--- src/rtl/branch_pkg.sv ---
// Shared funct3 codes, stage payload type and branch decode for the branch
// condition pipeline.
package branch_pkg;

  localparam logic [2:0] BEQ  = 3'b000;
  localparam logic [2:0] BNE  = 3'b001;
  localparam logic [2:0] BLT  = 3'b100;
  localparam logic [2:0] BGE  = 3'b101;
  localparam logic [2:0] BLTU = 3'b110;
  localparam logic [2:0] BGEU = 3'b111;

  typedef struct packed {
    logic breq;
    logic brlt;
    logic taken;
    logic illegal;
  } branch_res_t;

  // funct3 010/011 are not branches: never taken, flagged illegal.
  function automatic branch_res_t branch_resolve(logic [2:0] f3, logic eq, logic lt);
    branch_res_t r;
    r.breq    = eq;
    r.brlt    = lt;
    r.illegal = 1'b0;
    case (f3)
      BEQ:         r.taken = eq;
      BNE:         r.taken = ~eq;
      BLT, BLTU:   r.taken = lt;
      BGE, BGEU:   r.taken = ~lt;
      default: begin
        r.taken   = 1'b0;
        r.illegal = 1'b1;
      end
    endcase
    return r;
  endfunction

endpackage

--- src/rtl/branch_half_cmp.sv ---
// Combinational equality / less-than of a W-bit slice; is_signed treats the
// slice MSB as a sign bit.
module branch_half_cmp #(
  parameter int W = 16
) (
  input  logic [W-1:0] a,
  input  logic [W-1:0] b,
  input  logic         is_signed,
  output logic         eq,
  output logic         lt
);

  always_comb begin
    eq = (a == b);
    if (is_signed && (a[W-1] != b[W-1]))
      lt = a[W-1];
    else
      lt = (a < b);
  end

endmodule

--- src/rtl/branch_cond_pipe.sv ---
// RISC-V branch condition resolver, 1- or 2-stage valid/ready pipeline.
// Define BRANCH_COND_STATS_EN to add resolved_count / taken_count outputs.
module branch_cond_pipe
  import branch_pkg::*;
#(
  parameter int XLEN   = 32,
  parameter int STAGES = 2
) (
  input  logic            clk,
  input  logic            rst_n,
  input  logic            in_valid,
  output logic            in_ready,
  input  logic [XLEN-1:0] rs1_data,
  input  logic [XLEN-1:0] rs2_data,
  input  logic [2:0]      funct3,
  input  logic            flush,
  output logic            out_valid,
  input  logic            out_ready,
  output logic            breq,
  output logic            brlt,
  output logic            taken,
  output logic            illegal
`ifdef BRANCH_COND_STATS_EN
  ,
  output logic [31:0]     resolved_count,
  output logic [31:0]     taken_count
`endif
);

  localparam int H = XLEN / 2;

  logic        load_out;
  branch_res_t res_c;
  logic        vld_p1;
  branch_res_t res_p1;

  if ((XLEN < 8) || (XLEN % 2 != 0)) begin : g_bad_xlen
    $error("branch_cond_pipe: XLEN must be even and >= 8");
  end

  if (STAGES == 2) begin : g_two
    logic         eq_lo_c, lt_lo_c, eq_hi_c, lt_hi_c;
    logic         vld_p0, eq_lo_p0, lt_lo_p0;
    logic [H-1:0] rs1_hi_p0, rs2_hi_p0;
    logic [2:0]   funct3_p0;
    logic         adv_p0;
    logic         acc_p0;

    // The low halves are always compared unsigned; sign only matters in the top half.
    branch_half_cmp #(.W(H)) u_lo (
      .a(rs1_data[H-1:0]), .b(rs2_data[H-1:0]), .is_signed(1'b0),
      .eq(eq_lo_c), .lt(lt_lo_c)
    );

    assign adv_p0   = vld_p0 & (~vld_p1 | out_ready);
    assign in_ready = ~vld_p0 | adv_p0;
    assign acc_p0   = in_valid & in_ready;

    always_ff @(posedge clk) begin
      if (!rst_n)          vld_p0 <= 1'b0;
      else if (flush)      vld_p0 <= 1'b0;
      else if (acc_p0)     vld_p0 <= 1'b1;
      else if (adv_p0)     vld_p0 <= 1'b0;
    end

    always_ff @(posedge clk) begin
      if (acc_p0) begin
        eq_lo_p0  <= eq_lo_c;
        lt_lo_p0  <= lt_lo_c;
        rs1_hi_p0 <= rs1_data[XLEN-1:H];
        rs2_hi_p0 <= rs2_data[XLEN-1:H];
        funct3_p0 <= funct3;
      end
    end

    // ---- stage 1 -> stage 2 ----
    branch_half_cmp #(.W(H)) u_hi (
      .a(rs1_hi_p0), .b(rs2_hi_p0), .is_signed(~funct3_p0[1]),
      .eq(eq_hi_c), .lt(lt_hi_c)
    );

    assign res_c    = branch_resolve(funct3_p0, eq_hi_c & eq_lo_p0,
                                     lt_hi_c | (eq_hi_c & lt_lo_p0));
    assign load_out = adv_p0;
  end else if (STAGES == 1) begin : g_one
    logic eq_c, lt_c;

    branch_half_cmp #(.W(XLEN)) u_full (
      .a(rs1_data), .b(rs2_data), .is_signed(~funct3[1]),
      .eq(eq_c), .lt(lt_c)
    );

    assign in_ready = ~vld_p1 | out_ready;
    assign res_c    = branch_resolve(funct3, eq_c, lt_c);
    assign load_out = in_valid & in_ready;
  end else begin : g_bad_stages
    $error("branch_cond_pipe: STAGES must be 1 or 2");
    assign in_ready = 1'b0;
    assign res_c    = '0;
    assign load_out = 1'b0;
  end

  // ---- output stage ----
  always_ff @(posedge clk) begin
    if (!rst_n) begin
      vld_p1 <= 1'b0;
      res_p1 <= '0;
    end else if (flush) begin
      vld_p1 <= 1'b0;
    end else if (load_out) begin
      vld_p1 <= 1'b1;
      res_p1 <= res_c;
    end else if (out_ready) begin
      vld_p1 <= 1'b0;
    end
  end

  assign out_valid = vld_p1;
  assign breq      = res_p1.breq;
  assign brlt      = res_p1.brlt;
  assign taken     = res_p1.taken;
  assign illegal   = res_p1.illegal;

`ifdef BRANCH_COND_STATS_EN
  // Counters track consumer handshakes only, so flush never touches them.
  always_ff @(posedge clk) begin
    if (!rst_n) begin
      resolved_count <= '0;
      taken_count    <= '0;
    end else if (vld_p1 && out_ready) begin
      resolved_count <= resolved_count + 32'd1;
      if (res_p1.taken)
        taken_count <= taken_count + 32'd1;
    end
  end
`endif

endmodule

--- config.mk ---
export PLATFORM = sky130hd
export DESIGN_NAME = branch_cond_pipe
export DESIGN_NICKNAME = d
export VERILOG_FILES = /design/src/rtl/branch_pkg.sv /design/src/rtl/branch_half_cmp.sv /design/src/rtl/branch_cond_pipe.sv
export SDC_FILE = /design/constraint.sdc
export NUM_CORES = 1
export LEC_CHECK = 0
export BUFFER_PORTS_ARGS = -buffer_cell sky130_fd_sc_hd__buf_2
export CORE_MARGIN = 3
export CORE_UTILIZATION = 45
export DETAILED_ROUTE_END_ITERATION = 12
export PLACE_DENSITY = 0.71
export SETUP_SLACK_MARGIN = 0.5
export SLEW_MARGIN = 20
export SYNTH_ARGS = -nofsm -noshare
export SYNTH_HDL_FRONTEND = slang
export SYNTH_SLANG_ARGS = --single-unit
--- constraint.sdc ---
create_clock -name clk -period 4.9 [get_ports clk]
set_input_delay 0.98 -clock clk [delete_from_list [all_inputs] [get_ports clk]]
set_output_delay 0.98 -clock clk [all_outputs]
set_load 0.05 [all_outputs]
==> results.yml, run 1 <==
global_route:
  grt_max_degree: 38
  grt_pass1_wl_mm: 6.68
  gr-total-overflow: 0
  grt_usage: 0.143
  grt_pass1_vias: 1592
  grt_antenna_before_repair: 0
sta:
  rsz0062_at_grt: "no"
  layout_min_cycle_time_ns: 2.62
  skew_ns: 0.0105
  worstMarginPinSlew_ns: 0.751
  fin_crit_sh: 0.535
  setup_tns_ns: 0
  report.final.setup_viol: 0
  finalHoldViolCount: 0
  relSlewSlack: 0.499
  timing.fmax_ghz: 0.381
  slew_violations: 0
yosys:
  synthSimpleGateAreaFrac: 0.104
  syn_inst: 185
  synth-adder-area-share: 0.180
  synth-edff-count: 37
  yosys-top-cells-area: "edfxtp_1, ha_1, inv_1"
  netlist.area_leader.share: 0.500
  syn_avg_cell_area_sq_um: 12.0
  synthTopCellsByCount: "edfxtp_1, inv_1, ha_1"
  yosysUniqueCellTypes: 30
  synth_seq_cells: 43
  synth_most_common_cell: "edfxtp_1"
  synth_mux_area_frac: 0
  synth-compound-area-share: 0.107
  seq_area_frac_synth: 0.554
  yosysTopAreaCell: "edfxtp_1"
  synth_ff_type: "edfxtp_1"
  synth_nets: 289
  synth_top_family_by_area: "adder cells"
  synth_xor_area_frac: 0
  synthesis.area_sq_mm: 0.00222
  synthArstFlopShare: 0
  yosys_warnings: 0
worst_setup_path:
  path_cells: "buf_2 > nor2b_1 > nand2_1 > buf_2"
  endpoint_kind: "output port"
  cp_slowest_cell: "nor2b_1"
  crit_path_max_fanout: 5
  cp_top_family: "simple AND/OR/NAND/NOR gates"
  critPathLaunchType: "input pin"
  crit_top_cell: "buf_2"
  critPathKind: "input pin to output port"
  required_ns: 3.92
  cp_num_buf_inv: 2
  crit_arrival_ns: 1.64
  max_stage_delay_ns: 0.25
clocking:
  cts_setup_buffers: 0
  cts_made_buffers: 5
  root_buffer: "clkbuf_8"
  htreeDepth: 2
  cts_sinks: 43
  clkLatencyLatePin_ns: 0.30
  path_clk_slew_ns: 0.08
  cts_hold_buffers: 0
  cts_tree: "done"
  cts_resized: 0
  cts_buffer_depth: 2
pwr:
  powerDensity_mw_per_mm2: 272
  clockPowerShare: 0.303
  p_leak_nw: 1.33
  pwr-share-seq: 0.559
  swShare: 0.241
  p_comb_frac: 0.137
  p_sw_w: 0.000183
  peakVddDrop_uv: 111
  p_int_w: 0.000576
floorplan:
  pin_count: 78
  core_sq_mm: 0.00456
  die_area_sq_mm: 0.00582
  num_rows: 24
  fp.dieH_um: 76.3
  dieWidth_um: 76.3
  start_util: 0.487
route:
  drt-initial-drc-count: 26
  vias: 1605
  route.top_layer_used: "met4"
  wl_met2_mm: 1.80
  antenna_left: 0
  detail_route.wl_per_cell_um: 11.4
  avgViaCountPerCell: 4.78
  met3_length_um: 307
  drc: 0
  finalWirelength_mm: 3.84
  dr.pass1.iters: 2
  wl_met1_mm: 1.66
layout:
  nNetsFinal: 374
  n_antenna_cell: 0
  fin_cells: 336
  syn_to_final_growth_pct: 25.6
  drive_gt1_frac: 0.343
  nFillCells: 430
place:
  routabilityCongestion: 0.720
  dp_hpwl_mm: 3.16
  io_buffers: 77
  placedCellCount: 328
worst_hold_path:
  holdCritPathClass: "register to register"
job:
  max_cap_violations: 0
run_status:
  status: "finished clean"
[stage by stage]
stage	util	hold slack, ns	instance area (sq um)	setup slack, ns	total power [W]
after detailed placement	0.591	0.454	2700	2.27	0.000539
after global placement	0.591	0.448	2700	2.31	0.000536
after CTS	0.612	0.463	2790	2.27	0.000773
after floorplan	-	0.492	2220	2.10	0.000494
final	0.612	0.459	2790	2.28	0.000759
after global routing	0.612	0.495	2790	2.22	0.000804
[per-layer routing]
layer,global-route usage,vias to the layer above
met4,0.0598,0
met2,0.234,53
met5,0,-
li1,-,844
met1,0.173,700
met3,0.0449,8
[cell type report]
class / instances / area, sq um / area share
Multi-Input combinational cell: 109 / 868 / 0.311
Timing Repair Buffer: 78 / 393 / 0.141
Inverter: 33 / 124 / 0.0444
Tap cell: 65 / 81.3 / 0.0291
Sequential cell: 43 / 1230 / 0.441
Clock inverter: 3 / 26.3 / 0.00941
Clock buffer: 5 / 68.8 / 0.0246
[placed cells by master, fill, tap and decap left out, types with 3 or more instances in the layout]
cell      synthesis  routed
nand2_1           5       5
inv_1            33      33
nand4_1           8       8
o21a_1            3       3
nor2_1            8       8
a21o_1            4       4
a21oi_1          12      12
o21ai_0           4       4
dfxtp_1           6       6
nor2b_1           4       4
buf_2             0      77
edfxtp_1         37      37
ha_1             32      32
nand3_1           5       5
clkbuf_8          0       5
[final timing paths]
kind | from | to | slack, ns | depth (start not counted)
worst min register to register | breq | breq | 0.46 | 2
worst max-delay path | out_ready | in_ready | 2.28 | 4
worst max register to register | g_two.rs1_hi_p0[15] | taken | 2.71 | 6
worst min-delay path | breq | breq | 0.46 | 2
[power groups by stage]
stage | Clock, W | Sequential [W] | Combinational (W)
global placement | 0 | 0.000432 | 0.000104
floorplan | 0 | 0.000434 | 0.0000591
finish | 0.000230 | 0.000425 | 0.000104
CTS | 0.000242 | 0.000425 | 0.000107
detailed placement | 0 | 0.000433 | 0.000106
global route | 0.000255 | 0.000427 | 0.000123
[state kept, by name, summed over array words and instances (netlist names)]
signal,flops
g_two.rs1_hi_p0,16
brlt,1
g_two.funct3_p0,3
g_two.lt_lo_p0,1
g_two.eq_lo_p0,1
breq,1
taken,1
out_valid,1
g_two.rs2_hi_p0,16
illegal,1
g_two.vld_p0,1
[worst min-delay path, stage by stage (launching register included)]
cell      delay (ns)
dfxtp_1         0.31
nand2_1         0.04
a21boi_0        0.06
[logic make-up (layout without fill, tap and decap cells)]
group	Yosys count	after routing
flops	43	43
compound gates	36	36
buf+inv	33	119
fa+ha+maj	32	32
simple gates	41	41
No activity file was read; power rests on OpenSTA's default activity.
==> run 2: changes to the inputs <==
Settings changed: PLACE_DENSITY 0.71 to 0.74.
Clock period 4.9 ns to 2.2 ns, I/O delays scaled along.
==> results.yml, run 2 (synthesized netlist as in run 1, its figures left out) <==
pwr:
  peakVddDrop_uv: 283
  powerDensity_mw_per_mm2: 582
  p_leak_nw: 1.33
route:
  avgViaCountPerCell: 4.91
  finalWirelength_mm: 4.06
  antenna_left: 0
  drt-initial-drc-count: 44
  detail_route.wl_per_cell_um: 12.2
  drc: 0
  vias: 1639
  dr.pass1.iters: 4
clocking:
  cts_buffer_depth: 2
  cts_tree: "done"
  cts_made_buffers: 5
  root_buffer: "clkbuf_8"
  clkLatencyLatePin_ns: 0.29
  htreeDepth: 2
  path_clk_slew_ns: 0.07
  cts_sinks: 43
  cts_hold_buffers: 0
sta:
  slew_violations: 0
  worstMarginPinSlew_ns: 0.776
  relSlewSlack: 0.482
  timing.fmax_ghz: 0.479
  report.final.setup_viol: 0
  setup_tns_ns: 0
  skew_ns: 0.00672
  rsz0062_at_grt: "yes"
  finalHoldViolCount: 0
  layout_min_cycle_time_ns: 2.09
  fin_crit_sh: 0.948
  worst_slack_ns: 0.113
worst_setup_path:
  cp_slowest_cell: "or4_4"
  endpoint_kind: "register"
  crit_arrival_ns: 2.30
  crit_path_max_fanout: 3
  path_cells: "ha_1 > nand4_1 > or2_4 > a21oi_1 > or4_4 > a32o_1 > a211oi_2"
  max_stage_delay_ns: 0.53
  critPathLaunchType: "register"
  required_ns: 2.42
  critPathKind: "register to register"
floorplan:
  dieWidth_um: 76.3
  die_area_sq_mm: 0.00582
  core_sq_mm: 0.00456
  pin_count: 78
  fp.dieH_um: 76.3
  num_rows: 24
  start_util: 0.487
worst_hold_path:
  holdCritPathClass: "input pin to register"
layout:
  nNetsFinal: 373
  reg_top3: "g_two.rs1_hi_p0 x16, g_two.rs2_hi_p0 x16, g_two.funct3_p0 x3"
  n_antenna_cell: 0
  syn_to_final_growth_pct: 27.2
  final_cell_mix: "buf_2, edfxtp_1, inv_1"
  final_common_cell: "buf_2"
  drive_gt1_frac: 0.372
  nFillCells: 399
place:
  place_ws_ns: 0.122
  dp_hpwl_mm: 3.29
  io_buffers: 77
  routabilityCongestion: 0.786
job:
  max_cap_violations: 0
run_status:
  status: "finished clean"
global_route:
  grt_pass1_vias: 1628
  gr-total-overflow: 0
  grt_pass1_wl_mm: 6.85
  grt_max_degree: 38
  grt_usage: 0.146
  grt_antenna_before_repair: 0
run 2: where the power goes:
group          switching [W]  total (W)  internal, W
Combinational       0.000123   0.000248     0.000126
Sequential         0.0000164   0.000948     0.000932
Clock               0.000238   0.000449     0.000211
Total               0.000377    0.00165      0.00127
run 2: cell type report:
type / count / area (sq um) / area share
clock buffers: 5 / 68.8 / 0.0243
clock inverters: 2 / 8.76 / 0.00310
inverters: 33 / 124 / 0.0438
multi-input cells: 109 / 928 / 0.328
flip-flops and latches: 43 / 1230 / 0.436
well taps: 65 / 81.3 / 0.0287
repair buffers: 77 / 385 / 0.136
run 2: critical path: cells and delay by family (launching register included):
family | cells | cell delay, ns
AOI/OAI and AO/OA | 3 | 0.45
adders and majority gates | 1 | 0.30
DFF | 1 | 0.38
and+or+nand+nor | 3 | 0.89
run 2: through the flow:
stage / power, W / area (sq um) / hold slack (ns) / utilization / std cells
floorplan: 0.00110 / 2250 / 0.495 / - / 185
global placement: 0.00120 / 2720 / 0.450 / 0.596 / 327
detailed placement: 0.00121 / 2720 / 0.456 / 0.596 / 327
CTS: 0.00166 / 2820 / 0.307 / 0.617 / 334
global route: 0.00174 / 2830 / 0.301 / 0.620 / 334
finish: 0.00165 / 2830 / 0.320 / 0.620 / 334
run 2: path summary, 6_finish.rpt:
| check | start | to | depth (start not counted) | slack, ns |
|---|---|---|---|---|
| hold reg to reg | breq | breq | 2 | 0.45 |
| hold / removal | rs1_data[29] | g_two.rs1_hi_p0[13] | 1 | 0.32 |
| setup / recovery | g_two.rs1_hi_p0[13] | taken | 7 | 0.11 |
| setup reg to reg | g_two.rs1_hi_p0[13] | taken | 7 | 0.11 |
run 2: routing by layer:
layer / up-vias / GRT usage / part of all wire
li1: 841 / - / -
met1: 732 / 0.167 / 0.42
met2: 62 / 0.255 / 0.50
met3: 4 / 0.0426 / 0.070
met4: 0 / 0.0598 / 0.014
met5: - / 0 / 0
run 2: repair_timing:
item                       4_1_cts  5_1_grt
setup endpoints to repair        3        4
pin swaps                        2        8
gates resized for setup          2        5
buffers inserted                 0        0
